$ cat src/rtl/rr_mux_2to1.sv
`default_nettype none
// ============================================================================
// Module   : rr_mux_2to1
// Purpose  : Two-source round-robin arbiter with a single registered output
//            stage. Emits the selected word plus a source tag (0 = A, 1 = B)
//            that steers a downstream mux_2to1.
// Revision : 1.0 - initial release
// ============================================================================
module rr_mux_2to1 #(
  parameter int WIDTH = 8
) (
  input  logic             clk_in,
  input  logic             rst_in,
  input  logic [WIDTH-1:0] a_in,
  input  logic             a_valid_in,
  output logic             a_ready_out,
  input  logic [WIDTH-1:0] b_in,
  input  logic             b_valid_in,
  output logic             b_ready_out,
  output logic [WIDTH-1:0] y_out,
  output logic             y_valid_out,
  input  logic             y_ready_in,
  output logic             set_out
);

  typedef enum logic [0:0] {
    PRI_A = 1'b0,
    PRI_B = 1'b1
  } pri_t;

  pri_t pri_state;
  pri_t pri_next;

  logic load_en;
  logic grant_a;
  logic grant_b;
  logic take_a;
  logic take_b;

  // The output register can accept a new word when empty or being drained.
  assign load_en = !y_valid_out || y_ready_in;

  // Grant decision: a lone requester wins; on contention the priority state decides.
  always_comb begin
    grant_a = 1'b0;
    grant_b = 1'b0;
    if (a_valid_in && b_valid_in) begin
      grant_a = (pri_state == PRI_A);
      grant_b = (pri_state == PRI_B);
    end else begin
      grant_a = a_valid_in;
      grant_b = b_valid_in;
    end
  end

  // Readies are suppressed during reset so no handshake completes on a reset edge.
  assign a_ready_out = !rst_in && load_en && grant_a;
  assign b_ready_out = !rst_in && load_en && grant_b;

  assign take_a = a_valid_in && a_ready_out;
  assign take_b = b_valid_in && b_ready_out;

  // Priority next-state: favour the source that lost; hold when nothing transfers.
  always_comb begin
    pri_next = pri_state;
    if (take_a) begin
      pri_next = PRI_B;
    end else if (take_b) begin
      pri_next = PRI_A;
    end
  end

  // Priority state register.
  always_ff @(posedge clk_in) begin
    if (rst_in) begin
      pri_state <= PRI_A;
    end else begin
      pri_state <= pri_next;
    end
  end

  // Output stage: load the granted word, or empty when drained with nothing to load.
  always_ff @(posedge clk_in) begin
    if (rst_in) begin
      y_out       <= '0;
      set_out     <= 1'b0;
      y_valid_out <= 1'b0;
    end else if (load_en) begin
      if (take_a) begin
        y_out       <= a_in;
        set_out     <= 1'b0;
        y_valid_out <= 1'b1;
      end else if (take_b) begin
        y_out       <= b_in;
        set_out     <= 1'b1;
        y_valid_out <= 1'b1;
      end else begin
        y_valid_out <= 1'b0;
      end
    end
  end

endmodule
`default_nettype wire

$ cat config.mk
export PLATFORM = sky130hd
export DESIGN_NAME = rr_mux_2to1
export DESIGN_NICKNAME = d
export VERILOG_FILES = /design/src/rtl/rr_mux_2to1.sv
export SDC_FILE = /design/constraint.sdc
export NUM_CORES = 1
export LEC_CHECK = 0
export CORE_ASPECT_RATIO = 0.9
export CORE_MARGIN = 5
export CORE_UTILIZATION = 40
export DETAILED_ROUTE_END_ITERATION = 12
export PLACE_DENSITY = 0.82
export SLEW_MARGIN = 25
export SYNTH_ARGS = -nofsm -noshare
export SYNTH_HDL_FRONTEND = slang
export SYNTH_SLANG_ARGS = --single-unit
$ cat constraint.sdc
create_clock -name clk_in -period 2.2 [get_ports clk_in]
set_input_delay 0.44 -clock clk_in [delete_from_list [all_inputs] [get_ports clk_in]]
set_output_delay 0.44 -clock clk_in [all_outputs]
set_load 0.1 [all_outputs]
# ---- Yosys cells after proc, flatten, opt, wreduce, memory -nomap -nowiden
# Index checks and enable logic that the tools add are counted.
dict set report word_totals {
  ff_bits 11
  in_bits 21
}
dict set report classes {
  mux 10
  bitwise 1
  reduce_logical 11
}
# operator n
set op_table {}
lappend op_table {{2-to-1 mux 8 bit} 2}
lappend op_table {{2-to-1 mux 1 bit} 8}
lappend op_table {{logical AND 1 bit} 6}
lappend op_table {{logical NOT 1 bit} 2}
lappend op_table {{AND reduction 2 bit} 1}
lappend op_table {{nonzero test 2 bit} 1}
lappend op_table {{logical OR 1 bit} 1}
lappend op_table {{inverter 1 bit} 1}

# ---- Logic depth before layout (Yosys ltp)
dict set report logic_depth {
  ltp_word 7
  mapped_depth 5
}

# ---- Worst setup path before layout
# OpenSTA, ideal clock, no wires.
dict set report synth_path {
  kind {register to output}
  start {reg y_valid_out}
  end {out a_ready_out}
  arrival_ps 3280
  required_ps 1760
  slack_ps -1520
  path_stages_with_launch 4
  n_path_buf 1
  cell_sequence {dfxtp_1 -> nor2b_1 -> clkbuf_1 -> nor3_1}
}
dict set report synth_via {
  elab_chain_len 4
}
# item line_no
set synth_lines {}
lappend synth_lines {{start, declared} 21} ;# output logic y_valid_out,
lappend synth_lines {{start signal, assigned} 87} ;# y_valid_out <= 1'b0;
lappend synth_lines {{start signal, assigned} 92} ;# y_valid_out <= 1'b1;
lappend synth_lines {{start signal, assigned} 96} ;# y_valid_out <= 1'b1;
lappend synth_lines {{logical NOT 1 bit} 41} ;# assign load_en = !y_valid_out || y_ready_in;
lappend synth_lines {{logical OR 1 bit} 41}
lappend synth_lines {{logical AND 1 bit (2 in a row)} 57} ;# assign a_ready_out = !rst_in && load_en && grant_a;
lappend synth_lines {{end, declared} 16} ;# output logic a_ready_out,
# No other way between the ends.

# ---- Final worst setup path
dict set report layout_path {
  start {in a_valid_in}
  end {out a_ready_out}
}
dict set report layout_via {
  elab_chain_len 3
}
# item line_no
set layout_lines {}
lappend layout_lines {{start, declared} 15} ;# input logic a_valid_in,
lappend layout_lines {{logical AND 1 bit} 47} ;# if (a_valid_in && b_valid_in) begin
lappend layout_lines {{2-to-1 mux 1 bit (*)} 47}
lappend layout_lines {{logical AND 1 bit (*)} 57}
# Mark *: on every way between the ends. The rest lies on a longest branch, timed or not.

==> results_dict.tcl <==
set metrics [dict create \
    post_cts_buffers 0 \
    drv_cap 0 \
    clock_latency_ns 0.27 \
    powerDensity_mw_per_mm2 653.3 \
    min_period_ns 2.078 \
    gp_congestion 0.8051 \
    cts.sinks 11 \
    crit_start "a_valid_in" \
    worstSetupStartpointType "primary input" \
    timing.rr.start "y_valid_out" \
    cp_max_fo 4 \
    clk_root_buffer_cell "clkbuf_4" \
    leakagePower_nw 0.3811 \
    tightest_slew_ns 0.3798 \
    slew_headroom_pct 74.68 \
    drt_first_pass_iters 4 \
    synth-seq-cells 11 \
    dp.final_hpwl_um 1382 \
    finalSetupViolCount 0 \
    grt_overflow_total 0 \
    num_vias 756 \
    grt_pass1_wl_um 3277 \
    fin_skew_ns 0.004126 \
    numCtsBuffers 3 \
    clk_pin_slew_ns 0.08 \
    row_count 13 \
    drtIter0Drc 18 \
    dieHeight_um 47.26 \
    fin_crit_sh_pct 94.47 \
    critPathArrivalTime_ns 1.64 \
    grt_pass1_vias 749 \
    slew_violations 0 \
    cts_tree "done" \
    vias_per_cell 6.353 \
    synth_area_um2 616.8 \
    status "completed" \
    antenna_cells 0 \
    vdd_drop_max_v 0.0003257 \
    start_util_pct 42.61 \
    synth_fp_nets 91 \
    layout-drive-gt1-share_pct 26.92 \
    nets 126 \
    ios 33 \
    cp.required_ns 1.76 \
    yosys_warnings 0 \
    tns_ns 0 \
    drtAntennaViolNets 0 \
    ctsResizeCount 0 \
    synth_area_per_cell_um2 8.812 \
    wl_um 2032 \
    coreArea_mm2 0.001448 \
    clock_path_buffers 2 \
    grtUsageTotal_pct 17.68 \
    grt_max_degree 19 \
    rsz0062_at_grt "no" \
    ys_types 22 \
    wire_per_inst_um 17.08 \
    final_common_cell "clkdlybuf4s50_1" \
    mostFrequentLayoutCells "20 x clkdlybuf4s50_1, 17 x buf_4, 10 x a31oi_1, 10 x dfxtp_1" \
    crit_path_end_kind "output port" \
    clock.fmax_mhz 481.2 \
    power_mw 0.6556 \
    yosysSeqAreaShare_pct 35.70 \
    hp-class "reg2reg" \
    drc_errors 0 \
    h-tree-depth 1 \
    cts_hold_buf 0 \
    fp.dieArea_mm2 0.002429 \
    crit_type "in2out" \
    numPortBuffers 32 \
    antenna_found_initial 0 \
    hold_path.startpoint "y_out[2]" \
    postSynthCellCount 70 \
    dieWidth_um 51.40 \
    area_growth_pct 62.68 \
    hold_viol_final 0 \
    final_util_pct 69.32 \
]
==> critical path, stage by stage <==
cell             delay (ns)
clkdlybuf4s50_1        0.51
a21bo_1                0.25
nor3_4                 0.23
buf_12                 0.21
==> sequential cells by signal, indices dropped and copies added, names as in the netlist <==
name	count
set_out	1
y_out	8
y_valid_out	1
pri_state	1
==> cell usage after synthesis <==
master     n  area (um2)
dfxtp_1   11       220.2
a31oi_1   10       62.56
nand4_1    8       50.05
o31ai_1    8       60.06
a311oi_1   7       61.31
clkbuf_1   4       15.01
buf_2      3       15.01
nor3_1     3       15.01
buf_6      2       22.52
inv_1      2       7.510
a21bo_1    1       10.01
a21boi_1   1       7.510
a21oi_1    1       5.000
a311oi_2   1       15.01
and3_4     1       11.26
inv_2      1       3.750
nand2b_1   1       6.260
nor2b_1    1       6.260
o21ai_0    1       5.000
o21ai_1    1       5.000
or2_1      1       6.260
or3_1      1       6.260
==> cells by family after synthesis <==
kind of cell    share of synthesized area [%]
buf+inv                                 10.34
simple gates                            16.43
flops                                   35.70
compound gates                          37.52
==> final cells by class <==
cell class,instances,area [um2]
tap,15,18.77
timing repair buffer,39,367.9
sequential,11,224.0
multi-input combinational,47,355.3
inverter,3,11.26
fill,116,444.2
clock buffer,4,26.28
==> power by group <==
group	total, mW	internal (mW)	switching (mW)
logic	0.288	0.0948	0.193
registers	0.225	0.215	0.00979
clock network	0.143	0.0701	0.0725
total	0.656	0.380	0.276
==> metal layers <==
metal / up-vias / wire, um / part of all wire, % / global-route usage [%]
li1: 353 / - / - / -
met1: 348 / 845 / 42 / 21.21
met3: 0 / 222 / 11 / 5.079
met4: 0 / 0 / 0 / 7.330
met5: - / 0 / 0 / 0
met2: 55 / 965 / 47 / 30.20
==> worst paths after layout <==
kind / to / slack [ns] / cells past startpoint
worst min register to register: y_out[2] / 0.55 / 2
worst max-delay path: a_ready_out / 0.12 / 4
worst max register to register: y_out[4] / 0.78 / 4
worst min-delay path: y_out[2] / 0.55 / 2
==> per-stage QoR <==
step / setup slack [ns] / hold WS [ns] / cell area, um2 / instances
2_1_floorplan: 0.06166 / 0.4863 / 643.1 / 70
3_3_place_gp: 0.1560 / 0.5061 / 977.2 / 115
3_5_place_dp: 0.1263 / 0.5164 / 977.2 / 115
4_1_cts: 0.1214 / 0.5294 / 1003 / 119
5_1_grt: 0.05918 / 0.5592 / 1003 / 119
6_report: 0.1217 / 0.5450 / 1003 / 119
Note: power is estimated with default switching activity, not from simulation.
